<file path="config.mk">
export PLATFORM = sky130hd
export DESIGN_NAME = exec_controller
export DESIGN_NICKNAME = d
export VERILOG_FILES = /design/src/rtl/exec_pkg.sv /design/src/rtl/exec_controller_phase_divider.sv /design/src/rtl/exec_controller.sv
export SDC_FILE = /design/constraint.sdc
export NUM_CORES = 1
export LEC_CHECK = 0
export ABC_AREA = 1
export CAP_MARGIN = 15
export CORE_UTILIZATION = 54
export DETAILED_ROUTE_END_ITERATION = 10
export PLACE_DENSITY_LB_ADDON = 0.2
export SYNTH_ARGS = -nofsm -noshare
export SYNTH_HDL_FRONTEND = slang
export SYNTH_HIERARCHICAL = 1
export SYNTH_SLANG_ARGS = --single-unit
export TNS_END_PERCENT = 1
</file>
<file path="constraint.sdc">
create_clock -name clk -period 3.4 [get_ports clk]
set_clock_uncertainty 0.1 [all_clocks]
set_input_delay 0.51 -clock clk [delete_from_list [all_inputs] [get_ports clk]]
set_output_delay 0.51 -clock clk [all_outputs]
set_load 0.02 [all_outputs]
</file>
<file path="src/rtl/exec_pkg.sv">
// Shared definitions for the CPU run/step sequencer: host command codes,
// sequencer states and step modes.
package exec_pkg;

    localparam logic [2:0] CMD_NOP   = 3'd0;
    localparam logic [2:0] CMD_RUN   = 3'd1;
    localparam logic [2:0] CMD_STOP  = 3'd2;
    localparam logic [2:0] CMD_USTEP = 3'd3;
    localparam logic [2:0] CMD_ISTEP = 3'd4;
    localparam logic [2:0] CMD_RESET = 3'd5;

    typedef enum logic [2:0] {
        ST_RST,
        ST_STOP,
        ST_PH_A,
        ST_PH_B,
        ST_HALT
    } state_t;

    typedef enum logic [1:0] {
        MODE_RUN,
        MODE_USTEP,
        MODE_ISTEP
    } mode_t;

endpackage

</file>
<file path="src/rtl/exec_controller_phase_divider.sv">
// Idle-cycle counter shared by both phases: samples div on each strobe and
// flags the last cycle of the phase (the strobe cycle itself when div is 0).
module phase_divider #(
    parameter int DIV_W = 16
) (
    input  logic             clk,
    input  logic             rstn,
    input  logic             strobe,
    input  logic [DIV_W-1:0] div,
    output logic             expire
);

    logic [DIV_W-1:0] cnt;

    always_ff @(posedge clk) begin
        if (!rstn) begin
            cnt <= '0;
        end else if (strobe) begin
            cnt <= (div == '0) ? '0 : div - DIV_W'(1);
        end else if (cnt != '0) begin
            cnt <= cnt - DIV_W'(1);
        end
    end

    always_comb begin
        expire = strobe ? (div == '0) : (cnt == '0);
    end

endmodule

</file>
<file path="src/rtl/exec_controller.sv">
// Run/step sequencer: generates the datapath and control phase strobes, the
// CPU reset and ctrlen, and obeys host run/stop/step/reset commands.
module exec_controller
    import exec_pkg::*;
#(
    parameter int DIV_W      = 16,
    parameter int RST_CYCLES = 4,
    parameter int CNT_W      = 16
) (
    input  logic             clk,
    input  logic             rstn,
    input  logic             cmd_valid,
    input  logic [2:0]       cmd,
    output logic             cmd_ready,
    input  logic [DIV_W-1:0] div,
    input  logic             brk_en,
    input  logic             hlt,
    input  logic             brk,
    input  logic             step_resetn,
    output logic             cpu_clk_en,
    output logic             cpu_iclk_en,
    output logic             cpu_rst,
    output logic             ctrlen,
    output logic             running,
    output logic             halted,
    output logic             brk_hit,
    output logic [CNT_W-1:0] tick_cnt
);

    localparam int HOLD_W = $clog2(RST_CYCLES + 1);

    state_t            state, state_next;
    mode_t             mode, mode_sel;
    logic [HOLD_W-1:0] hold;
    logic              stop_pend;
    logic              hlt_q, brk_q, srn_q;
    logic              hlt_s, brk_s, srn_s;
    logic              strobe, expire;
    logic              cmd_fire, is_reset, is_stop, is_go;
    logic              in_run, tick_done, brk_stop;

    assign strobe = cpu_clk_en | cpu_iclk_en;

    phase_divider #(
        .DIV_W(DIV_W)
    ) u_phase_divider (
        .clk   (clk),
        .rstn  (rstn),
        .strobe(strobe),
        .div   (div),
        .expire(expire)
    );

    always_comb begin
        cmd_fire  = cmd_valid && cmd_ready;
        is_reset  = cmd_fire && (cmd == CMD_RESET);
        is_stop   = cmd_fire && (cmd == CMD_STOP);
        is_go     = cmd_fire && (state == ST_STOP) &&
                    ((cmd == CMD_RUN) || (cmd == CMD_USTEP) || (cmd == CMD_ISTEP));
        mode_sel  = MODE_RUN;
        if (cmd == CMD_USTEP) mode_sel = MODE_USTEP;
        else if (cmd == CMD_ISTEP) mode_sel = MODE_ISTEP;
        in_run    = (state == ST_PH_A) || (state == ST_PH_B);
        tick_done = (state == ST_PH_B) && expire;
        // When div is 0 the decision falls on the B strobe cycle itself.
        hlt_s     = cpu_iclk_en ? hlt : hlt_q;
        brk_s     = cpu_iclk_en ? brk : brk_q;
        srn_s     = cpu_iclk_en ? step_resetn : srn_q;
    end

    always_ff @(posedge clk) begin
        if (!rstn) state <= ST_RST;
        else       state <= state_next;
    end

    always_comb begin
        state_next = state;
        brk_stop   = 1'b0;
        case (state)
            ST_RST:  if (hold == HOLD_W'(1)) state_next = ST_STOP;
            ST_STOP: if (is_go) state_next = ST_PH_A;
            ST_PH_A: if (expire) state_next = ST_PH_B;
            ST_PH_B: begin
                if (expire) begin
                    if (hlt_s) begin
                        state_next = ST_HALT;
                    end else if (brk_s && brk_en) begin
                        state_next = ST_STOP;
                        brk_stop   = 1'b1;
                    end else if (stop_pend || is_stop || (mode == MODE_USTEP) ||
                                 ((mode == MODE_ISTEP) && !srn_s)) begin
                        state_next = ST_STOP;
                    end else begin
                        state_next = ST_PH_A;
                    end
                end
            end
            ST_HALT: state_next = ST_HALT;
            default: state_next = ST_RST;
        endcase
        if (is_reset) begin
            state_next = ST_RST;
            brk_stop   = 1'b0;
        end
    end

    always_comb begin
        cmd_ready = (state != ST_RST);
        ctrlen    = (state != ST_RST);
        cpu_rst   = (state == ST_RST);
        running   = in_run;
        halted    = (state == ST_HALT);
    end

    always_ff @(posedge clk) begin
        if (!rstn || is_reset) begin
            hold        <= HOLD_W'(RST_CYCLES);
            cpu_clk_en  <= 1'b0;
            cpu_iclk_en <= 1'b0;
            brk_hit     <= 1'b0;
            tick_cnt    <= '0;
            mode        <= MODE_RUN;
            stop_pend   <= 1'b0;
            hlt_q       <= 1'b0;
            brk_q       <= 1'b0;
            srn_q       <= 1'b1;
        end else begin
            cpu_clk_en  <= (state_next == ST_PH_A) && (state != ST_PH_A);
            cpu_iclk_en <= (state_next == ST_PH_B) && (state != ST_PH_B);
            if ((state == ST_RST) && (hold != '0)) hold <= hold - HOLD_W'(1);
            if (is_go) begin
                mode    <= mode_sel;
                brk_hit <= 1'b0;
            end
            if (brk_stop) brk_hit <= 1'b1;
            if (tick_done) tick_cnt <= tick_cnt + CNT_W'(1);
            if (in_run && (state_next != ST_PH_A) && (state_next != ST_PH_B))
                stop_pend <= 1'b0;
            else if (in_run && is_stop)
                stop_pend <= 1'b1;
            if (cpu_iclk_en) begin
                hlt_q <= hlt;
                brk_q <= brk;
                srn_q <= step_resetn;
            end
        end
    end

endmodule
</file>
==> results by group <==
Status
  – Status: complete, no violations

GRT
  – Largest net degree at the start of global routing: 18
  – Total GRT Usage: 0.2614
  – Initial antenna violation count: 0
  – First-pass GRT wire length: roughly 13,000 microns
  – Number of global-route vias before repair: ~2,800
  – Grt total ovfl: 0

Routing
  – Drt total wl: between 7000 and 8000 microns
  – Via count: 3,208
  – DRC violations left: 0
  – Vias/cell: 5.242
  – Antenna Nets Post-Route: 0
  – DR iter-0 viols: 210
  – DR WL/cell: approximately 12 microns
  – First drt pass iteration count: 5

Timing
  – Worst slew pin tran: ~0.38 ns
  – Fin. max-slew vios: 0
  – Fmax achieved: 368.4 MHz
  – Setup TNS Final: 0 ns
  – Fin. Hold Viols: 0
  – Final Cycle Share: 0.7983
  – Tmin final: about 2.7 ns
  – Count of final setup violators: 0
  – Worst hold slack: roughly 0.37 ns
  – RSZ-0062 raised after global routing: no
  – Worst slew margin: 0.7433

Power and ir drop
  – Flop pwr share: 0.343
  – Pwr/cell area: 528.4 nW/um^2
  – Int Pwr: around 0.0012 W
  – Max IR drop VDD: roughly 0.00028 V
  – Clock Power Share: 0.208
  – Leakage: between 1.5 and 2 nW
  – Sw frac: 0.4113
  – Total net switching power: about 0.00084 W
  – Comb power frac: 0.449

Placement
  – GPL Wtd Cong: between 0.8 and 0.9
  – Port bufs: 49
  – Detail Placement HPWL: slightly below 6000 microns

Layout
  – Flip-flop and latch area: between 900 and 1000 sq um
  – Area delta synth->final: 20.61%
  – Nets: between 500 and 600
  – Antenna fix cells: 0
  – Fraction of layout instances using a drive strength above 1: 0.1222
  – Area of the multi-input gates: roughly 2000 sq um
  – Fill cells: between 400 and 500

Hold path
  – Worst Hold Class: reg -> reg
  – Hold_sp: hold[1]$_SDFFE_PP0P_
  – Worst Hold End: hold[1]$_SDFFE_PP0P_
  – Hold Path Cell Cnt: 2

Yosys
  – Commonest cells post-synth: nand2_1 (106), nor2_1 (73), inv_1 (56), dfxtp_1 (47), nand3_1 (33)
  – Area share of the largest cell type after synthesis: 0.2919
  – Cell taking the most area after synthesis: dfxtp_1
  – Seq cells post-synth: 47
  – Synth top area cells: dfxtp_1 (29%), nand2_1 (12%), nor2_1 (8.5%)
  – Instance count of the mapped netlist: ~490
  – Most common cell in the netlist: nand2_1
  – Seq/Total Area, Yosys: 0.2919
  – Syn Std Cell Area: 3223 sq um
  – Syn nets: 520
  – Asr flop ratio synth: 0
  – Count of different cell masters after synthesis: 40
  – Synth Warn #: 6
  – Syn Area/Cell: around 6.6 sq um
  – Post-synth EDFFs: 0
  – Post-synth top flop: dfxtp_1

Setup path
  – Critical Path Start Type: flip-flop
  – R2R Setup Slk: about 0.7 ns
  – WP data arrival: roughly 2.8 ns
  – Critical Setup Path Class: reg -> reg
  – Required time of the worst setup path: approximately 3.5 ns
  – Setup crit end kind: flip-flop
  – Max FO, Critical Path: 16
  – Reg-to-reg endpoint: tick_cnt[7]$_SDFFE_PP0P_
  – R2R cell count: 13
  – Reg2Reg Launch Point: cpu_iclk_en$_SDFF_PP0_

CTS
  – Clock sink count: 47
  – Hold-fix buffers at CTS: 0
  – CTS resizes: 0
  – Longest Clk Path Bufs: 2
  – CTS Buf Count: 5
  – Reg clk slew, reported paths: 0.10 ns
  – CTS tree: done
  – Post-CTS Setup Bufs: 0
  – H-tree depth: 2
  – Root cell of the clock tree: clkbuf_8
  – Clock latency on the worst-skew pair: slightly above 0.3 ns

Floorplanning
  – DIE AREA: around 6300 sq um
  – Rows: 27
  – CORE AREA: about 5600 sq um
  – Initial Utilization: 0.5713
  – Die height: a little under 80 microns
  – Die X: 79.26 microns
  – IO Pins: 50

Job
  – MaxCap Viol Count: 0
-- sequential cells by signal, summed over array words and instances (netlist names) --
signal,cells
tick_cnt,16
u_phase_divider/cnt,16
hold,3
state,3
mode,2
brk_hit,1
brk_q,1
cpu_clk_en,1
cpu_iclk_en,1
hlt_q,1
srn_q,1
stop_pend,1
-- worst max-delay path: stages, from the launching register on --
cell,delay [ns]
dfxtp_1,0.38
or2_2,0.43
inv_2,0.27
nand3_1,0.12
nor2_1,0.11
nand4_1,0.16
o21ai_0,0.16
inv_1,0.18
nor2_8,0.21
nand3_4,0.10
nor2_4,0.12
inv_1,0.06
xor2_1,0.16
nor2_2,0.04
-- stage by stage --
stage | total power (W) | cell area [sq um] | utilization | setup WS [ns] | std cells
CTS | 0.002060 | 3887 | 0.6891 | 0.6969 | 612
finish | 0.002054 | 3887 | 0.6891 | 0.6859 | 612
floorplan | 0.001421 | 3223 | - | 0.7260 | 487
detailed placement | 0.001622 | 3771 | 0.6684 | 0.3730 | 604
global route | 0.002224 | 3887 | 0.6891 | 0.4038 | 612
global placement | 0.001588 | 3771 | 0.6684 | 0.4672 | 604
-- how the worst max path moves through the flow --
stage	startpoint	endpoint	slack, ns	cells after the start
2_1_floorplan	div[0]	tick_cnt[7]$_SDFFE_PP0P_	0.73	13
4_1_cts	cpu_iclk_en$_SDFF_PP0_	tick_cnt[7]$_SDFFE_PP0P_	0.70	13
6_report	cpu_iclk_en$_SDFF_PP0_	tick_cnt[7]$_SDFFE_PP0P_	0.69	13
3_3_place_gp	div[0]	tick_cnt[7]$_SDFFE_PP0P_	0.47	14
3_5_place_dp	div[0]	tick_cnt[7]$_SDFFE_PP0P_	0.37	14
5_1_grt	div[0]	tick_cnt[7]$_SDFFE_PP0P_	0.40	14
-- power by group through the flow --
stage	Sequential [W]	Clock, W	Combinational [W]
floorplan	0.000702	0	0.000719
global placement	0.000712	0	0.000876
detailed placement	0.000714	0	0.000908
CTS	0.000703	0.000439	0.000918
global route	0.000716	0.000462	0.00105
finish	0.000705	0.000427	0.000922
-- per-layer routing --
metal	GRT usage	up-vias	part of all wire
li1	-	1667	-
met1	0.3710	1453	0.49
met2	0.4043	80	0.45
met5	0	-	0
met4	0.07455	0	0.011
met3	0.04253	8	0.050
-- logic make-up (layout without fill, tap and decap cells) --
group,after synthesis,in the layout,synth area share
buffers and inverters,73,126,0.09239
adder cells (fa/ha/maj),7,7,0.02717
XOR/XNOR,16,16,0.04348
AO/OA/AOI/OAI,64,64,0.1075
AND/OR/NAND/NOR,279,279,0.4344
multiplexers,1,1,0.003106
flip-flops,47,47,0.2919
-- placed cells by master, fill, tap and decap left out, types with 2 or more instances in the layout --
cell type / synthesis / routed
inv_2: 9 / 9
a21oi_2: 3 / 3
nand2_1: 106 / 106
a21oi_1: 28 / 28
and2_1: 2 / 2
nor2_2: 10 / 10
clkinv_1: 2 / 2
o21ai_1: 7 / 7
clkdlybuf4s50_1: 0 / 49
nand2_4: 4 / 4
nand4_1: 11 / 11
nor2_4: 9 / 9
nor3_4: 2 / 2
xnor2_1: 4 / 4
nor2_1: 73 / 73
dfxtp_1: 47 / 47
inv_1: 56 / 56
nand3_4: 2 / 2
nor3_2: 3 / 3
nand3_2: 4 / 4
clkbuf_8: 0 / 5
o21ai_0: 18 / 18
nand3_1: 33 / 33
nor3_1: 8 / 8
a31oi_1: 4 / 4
nand2_2: 7 / 7
ha_1: 7 / 7
xor2_1: 12 / 12
-- area by class of cell --
| type | instances | area share |
|---|---|---|
| clock buffers | 5 | 0.01770 |
| clock inverters | 3 | 0.01223 |
| inverters | 68 | 0.06630 |
| multi-input cells | 367 | 0.5105 |
| flip-flops and latches | 47 | 0.2420 |
| well taps | 72 | 0.02317 |
| repair buffers | 50 | 0.1281 |
Power figures use the tool's default switching activity.
